File: config.mk
export PLATFORM = sky130hd
export DESIGN_NAME = pkt_rr_arbiter
export DESIGN_NICKNAME = d
export VERILOG_FILES = /design/src/rtl/pkt_rr_arbiter.sv
export SDC_FILE = /design/constraint.sdc
export NUM_CORES = 1
export LEC_CHECK = 0
export ABC_AREA = 1
export CORE_UTILIZATION = 50
export CTS_BUF_LIST = sky130_fd_sc_hd__clkbuf_16
export DETAILED_ROUTE_END_ITERATION = 10
export PLACE_DENSITY = 0.8
export SLEW_MARGIN = 20
export SYNTH_ARGS = -nofsm -noshare
export SYNTH_HDL_FRONTEND = slang
export SYNTH_SLANG_ARGS = --single-unit
File: constraint.sdc
create_clock -name clk -period 3 [get_ports clk]
set_clock_uncertainty 0.15 [all_clocks]
set_input_delay 0.45 -clock clk [delete_from_list [all_inputs] [get_ports clk]]
set_output_delay 0.45 -clock clk [all_outputs]
set_load 0.02 [all_outputs]
File: src/rtl/pkt_rr_arbiter.sv
// Two-input packet-granular round-robin arbiter onto one byte stream.
// Oversized packets are cut at MAX_LEN with an error flag and their tail is dropped.
module pkt_rr_arbiter #(
    parameter int MAX_LEN = 1518,
    parameter int CNT_W   = 11
) (
    input  logic       clk,
    input  logic       rst_n,
    input  logic [7:0] din0,
    input  logic       din0_sop,
    input  logic       din0_eop,
    input  logic       din0_vld,
    output logic       din0_rdy,
    input  logic [7:0] din1,
    input  logic       din1_sop,
    input  logic       din1_eop,
    input  logic       din1_vld,
    output logic       din1_rdy,
    output logic [7:0] dout,
    output logic       dout_sop,
    output logic       dout_eop,
    output logic       dout_vld,
    output logic       dout_err
);

    typedef enum logic [1:0] {
        IDLE,
        BUSY,
        DROP
    } state_t;

    localparam logic [CNT_W-1:0] LAST_CNT = CNT_W'(MAX_LEN - 1);

    state_t           state_q, state_d;
    logic             gnt_q, gnt_d;
    logic             last_gnt_q, last_gnt_d;
    logic             gap_q, gap_d;
    logic [CNT_W-1:0] cnt_q, cnt_d;
    logic [7:0]       dout_q, dout_d;
    logic             dout_sop_q, dout_sop_d;
    logic             dout_eop_q, dout_eop_d;
    logic             dout_vld_q, dout_vld_d;
    logic             dout_err_q, dout_err_d;

    logic       req0, req1;
    logic [7:0] sel_din;
    logic       sel_eop;
    logic       sel_vld;

    assign req0    = din0_vld & din0_sop;
    assign req1    = din1_vld & din1_sop;
    assign sel_din = gnt_q ? din1     : din0;
    assign sel_eop = gnt_q ? din1_eop : din0_eop;
    assign sel_vld = gnt_q ? din1_vld : din0_vld;

    // In IDLE only stray non-sop bytes are accepted (and thrown away).
    always_comb begin
        din0_rdy = 1'b0;
        din1_rdy = 1'b0;
        case (state_q)
            IDLE: begin
                din0_rdy = din0_vld & ~din0_sop;
                din1_rdy = din1_vld & ~din1_sop;
            end
            BUSY, DROP: begin
                din0_rdy = ~gnt_q;
                din1_rdy = gnt_q;
            end
            default: ;
        endcase
    end

    always_comb begin
        state_d    = state_q;
        gnt_d      = gnt_q;
        last_gnt_d = last_gnt_q;
        gap_d      = 1'b0;
        cnt_d      = cnt_q;
        dout_d     = dout_q;
        dout_sop_d = 1'b0;
        dout_eop_d = 1'b0;
        dout_vld_d = 1'b0;
        dout_err_d = 1'b0;

        case (state_q)
            IDLE: begin
                // gap_q blocks arbitration for the first IDLE cycle after a packet
                if (!gap_q && (req0 || req1)) begin
                    gnt_d   = (req0 && req1) ? ~last_gnt_q : req1;
                    cnt_d   = '0;
                    state_d = BUSY;
                end
            end
            BUSY: begin
                if (sel_vld) begin
                    cnt_d      = cnt_q + CNT_W'(1);
                    dout_d     = sel_din;
                    dout_vld_d = 1'b1;
                    dout_sop_d = (cnt_q == '0);
                    if (sel_eop) begin
                        dout_eop_d = 1'b1;
                        last_gnt_d = gnt_q;
                        gap_d      = 1'b1;
                        state_d    = IDLE;
                    end else if (cnt_q == LAST_CNT) begin
                        dout_eop_d = 1'b1;
                        dout_err_d = 1'b1;
                        state_d    = DROP;
                    end
                end
            end
            DROP: begin
                if (sel_vld && sel_eop) begin
                    last_gnt_d = gnt_q;
                    gap_d      = 1'b1;
                    state_d    = IDLE;
                end
            end
            default: state_d = IDLE;
        endcase
    end

    always_ff @(posedge clk or negedge rst_n) begin
        if (!rst_n) begin
            state_q    <= IDLE;
            gnt_q      <= 1'b0;
            last_gnt_q <= 1'b1;
            gap_q      <= 1'b0;
            cnt_q      <= '0;
            dout_q     <= 8'h00;
            dout_sop_q <= 1'b0;
            dout_eop_q <= 1'b0;
            dout_vld_q <= 1'b0;
            dout_err_q <= 1'b0;
        end else begin
            state_q    <= state_d;
            gnt_q      <= gnt_d;
            last_gnt_q <= last_gnt_d;
            gap_q      <= gap_d;
            cnt_q      <= cnt_d;
            dout_q     <= dout_d;
            dout_sop_q <= dout_sop_d;
            dout_eop_q <= dout_eop_d;
            dout_vld_q <= dout_vld_d;
            dout_err_q <= dout_err_d;
        end
    end

    assign dout     = dout_q;
    assign dout_sop = dout_sop_q;
    assign dout_eop = dout_eop_q;
    assign dout_vld = dout_vld_q;
    assign dout_err = dout_err_q;

endmodule

# Word-level counts from Yosys, hierarchy flattened
# Index checks and enable logic that the tools add are counted.
# Widths: inputs -> output; s select.
# totals
ff_bits	28
elab_cells	76
output_inout_bits	14
input_bits	24
# op_classes
eq_ne	8
n_bitwise	8
n_reduce_logical	15
addsub	1
mux	34
# ops
op	count
$mux 11	2
$pmux 11 s2	1
$mux 1	20
$add 11x1->11 const B	1
$eq 11x11->1 const B	1
$logic_not 11->1	1
$mux 2	5
$mux 8	1
$ne 2x2->1 const B	4
$pmux 1 s2	4
$reduce_and 4->1	2
$pmux 2 s3	1
$and 1x1->1	4
$not 1->1	4
$reduce_and 2->1	2
$reduce_bool 2->1	2
$logic_and 1x1->1	3
$ne 3x3->1 const B	1
$reduce_and 3->1	1
$eq 2x1->1 const B	1
$eq 2x2->1 const B	1
$logic_not 2->1	1
$reduce_or 2->1	1
$logic_not 1->1	1
$logic_or 1x1->1	1

# Longest topological paths before layout
# logic_depth
ltp_word	5
ltp_mapped	10
mapped_depth_nobuf	9

# Worst setup path after synthesis
# OpenSTA, ideal clock, no wires.
# synth_timing
kind	register to output
startpoint	register state_q[0]
endpoint	output port din1_rdy
path_slack_ps	1123
arrival_ps	1277
required_time_ps	2400
path_buffers	0
path_stages_with_launch	7
path_cell_list	dfrtp_1 -> inv_1 -> ha_1 -> inv_1 -> nor2_1 -> nand2_1 -> a21oi_1
# synth_between
elab_chain_cells	3
word_cells_on_any_way	5
classes_between	eq/ne: 2; mux: 1; reduce/logical: 2
# synth_lines
element	line_no	rtl
from (decl)	34	state_t state_q, state_d;
from (signal assigned)	136	state_q <= state_d;
$eq 2x2->1 or $eq 2x1->1 (tied branches)	60	case (state_q)
$reduce_or 2->1	60	
$pmux 1 s2 (*)	60	
to (decl)	18	output logic din1_rdy,
# Mark *: on every way between the ends. The rest lies on a longest branch, timed or not.

# Final worst setup path
# Ends and elaborated chain as after synthesis.

==> impl_results.md <==
- Syn nets: around 240
- RSZ-0062 raised after global routing: no
- Post-CTS setup buffers: 0
- Mapped cell area: ~1600 sq um
- Initial antenna violation count: 0
- CTS Buf Count: 3
- Crit path launch type: flop
- Max Cap Viol: 0
- Max Fclk: 0.381 GHz
- Post-synth cell types: 27
- Via Count: about 1500
- Post-Place Setup Slack: just under 600 ps
- Status: completed
- Leakage Power: between 0.9 and 1 nW
- Final worst-path cycle share: 87.6%
- Logic pwr share: around 48%
- # IOs: 38
- Setup slack after layout: roughly 370 ps
- Post-cts resize count: 0
- Slew Limit Fails: 0
- R2r startpoint: state_q[1]
- Clock slew at reported path FFs: 70 ps
- Core box area: about 3100 sq um
- Global Route Usage Sum: a little under a quarter
- Arrival time at the worst endpoint: 2030 ps
- Setup Viol. Count Final: 0
- HP Start: last_gnt_q
- Async SR Flop Fraction: 100%
- Post-Route Setup TNS: 0 ps
- Crit. Startpoint: state_q[0]
- Root buffer cell: clkbuf_16
- Initial Utilization: 52.9%
- Critical Path RT: between 2000 and 2500 ps
- Die X: around 59 microns
- Seq pwr share: between 30% and 40%
- Commonest non-fill, non-tap cell in the layout: nand2_1
- Die Area: 3460 sq um
- PwrDens: about 800 nW/um^2
- DRC: 0
- VDD IR max: between 0.0004 and 0.0005 V
- Worst reg2reg path depth: 9
- Main synth FF type: dfrtp_1
- Layout cell share with drive strength beyond 1: ~5.6%
- Hold Path Depth: 2
- Layout area overhead: 29.7%
- Worst-Skew Late Latency: 260 ps
- Sw frac: roughly two fifths
- Vias in the first global route: 1342
- Clock power frac: about a fifth
- Congestion Overflow GR: 0
- Crit end category: primary output
- Syn Area/Cell: 7.61 sq um
- CTS Hold Bufs: 0
- Drt pass-1 iters: 4
- Global-route wire length before repair: approximately 6000 microns
- Clock sinks: 28
- EDFF count, synth: 0
- Actual slew at the worst max-slew pin: between 400 and 500 ps
- DP Cell Count: 289
- Max Used Layer: met4
- Hold WS: roughly 350 ps
- DR vias/cell: 5.02
- P_int: 0.000971 W
- Wire length on met3: between 150 and 200 microns
- DRT antenna net count: 0
- PortBufs: 37
- Layout Nets: around 280
- Layout Utilization: between 60% and 70%
- Hold Fails Final Rpt: 0
- CTS tree: yes
- Most frequent cells in the layout: nand2_1, clkdlybuf4s50_1, dfrtp_1, nor2_1
- Hold Path Class: reg2reg
- Sw power: 0.000662 W
- Number of core rows: 20
- HPWL Detailed: approximately 2600 microns
- Max FO, Critical Path: 5
- Fin crit period: 2630 ps
- Cell Count, Final, Fillers Out: 293
- Synthesized instance count: between 200 and 250
- Number of synthesized register bits: 28
- Synthesis warning total: 0
- Die Y: 58.8 microns
- WL/cell: approximately 12 microns
- Max Root-Sink Buffers: 2
- RePlAce Congestion: ~0.83
- H-tree depth: 1
- Relative slew slack: between 70% and 80%
- Routed WL: about 3500 microns
- Ant. Diodes: 0
- DRT iter0 DRCs: roughly 70
- Met2 Wirelength: 1680 microns
- Largest net degree at the start of global routing: 29
- Kind of critical path: reg2out
- Met1 WL: about 1600 microns
- Register area share after synthesis: between 40 and 50%
[path summary, 6_finish.rpt]
| check | endpoint | slack (ps) |
|---|---|---|
| max | din1_rdy | 370 |
| min | last_gnt_q | 350 |
| max reg2reg | cnt_q[5] | 880 |
| min reg2reg | last_gnt_q | 350 |
| max in group asynchronous | last_gnt_q | 1990 |
| min in group asynchronous | cnt_q[4] | 410 |
[final cells by class]
class / instances / area [sq um]
Fill cell: 260 / 960
Sequential cell: 28 / 702
Timing Repair Buffer: 38 / 378
Clock inverter: 1 / 3.75
Clock buffer: 3 / 75.1
Inverter: 20 / 75.1
Tap cell: 44 / 55.1
Multi-Input combinational cell: 159 / 805
[sequential cells by signal, summed over array words and instances, names as in the netlist]
signal      cells
dout_eop        1
gnt_q           1
gap_q           1
last_gnt_q      1
dout_vld        1
dout_sop        1
cnt_q          11
state_q         2
dout_err        1
dout            8
[kinds of logic (layout without fill, tap and decap cells)]
group                    count (synthesis)  in the layout  synth area share [%]
AO/OA/AOI/OAI                           29             29                  11.9
XOR/XNOR                                 3              3                  1.63
adder cells (fa/ha/maj)                  7              7                  5.43
buffers and inverters                   25             62                  6.67
flip-flops                              28             28                  43.5
AND/OR/NAND/NOR                        120            120                  30.9
[worst max-delay path: stages (launching register included)]
cell and delay, ps:
dfrtp_1 400, inv_1 100, ha_1 280, inv_1 100, nor2_1 90, nand2_1 60
a21oi_1 110, clkdlybuf4s50_1 610
[per-stage QoR]
step / area, sq um / total power (W)
after floorplan: 1610 / 0.00108
after global placement: 2010 / 0.00134
after detailed placement: 2010 / 0.00134
after CTS: 2090 / 0.00165
after global routing: 2090 / 0.00175
final: 2090 / 0.00163
[power groups by stage]
stage	clock, W	sequential (W)	combinational (W)
after global routing	0.000324	0.000564	0.000864
after detailed placement	0	0.000560	0.000783
after global placement	0	0.000558	0.000781
final	0.000304	0.000551	0.000778
after CTS	0.000310	0.000553	0.000786
after floorplan	0	0.000624	0.000451
[synth_stat cells (2+ instances only)]
master / number / area [sq um]
buf_2: 2 / 10.0
o21ai_0: 7 / 35.0
o21ai_1: 2 / 10.0
nand4_1: 7 / 43.8
dfrtp_1: 27 / 676
inv_1: 17 / 63.8
inv_2: 3 / 11.3
nand2_1: 68 / 255
a21oi_1: 2 / 10.0
o21ai_2: 3 / 26.3
xor2_1: 3 / 26.3
ha_1: 7 / 87.6
o21bai_1: 3 / 22.5
nor2_1: 24 / 90.1
nand3_1: 17 / 85.1
a31oi_1: 9 / 56.3
[layer usage]
layer | up-vias | global-route usage [%]
met1 | 665 | 28.1
li1 | 762 | -
met3 | 8 | 3.30
met4 | 0 | 11.2
met2 | 35 | 38.1
met5 | - | 0
Power figures use the tool's default switching activity.
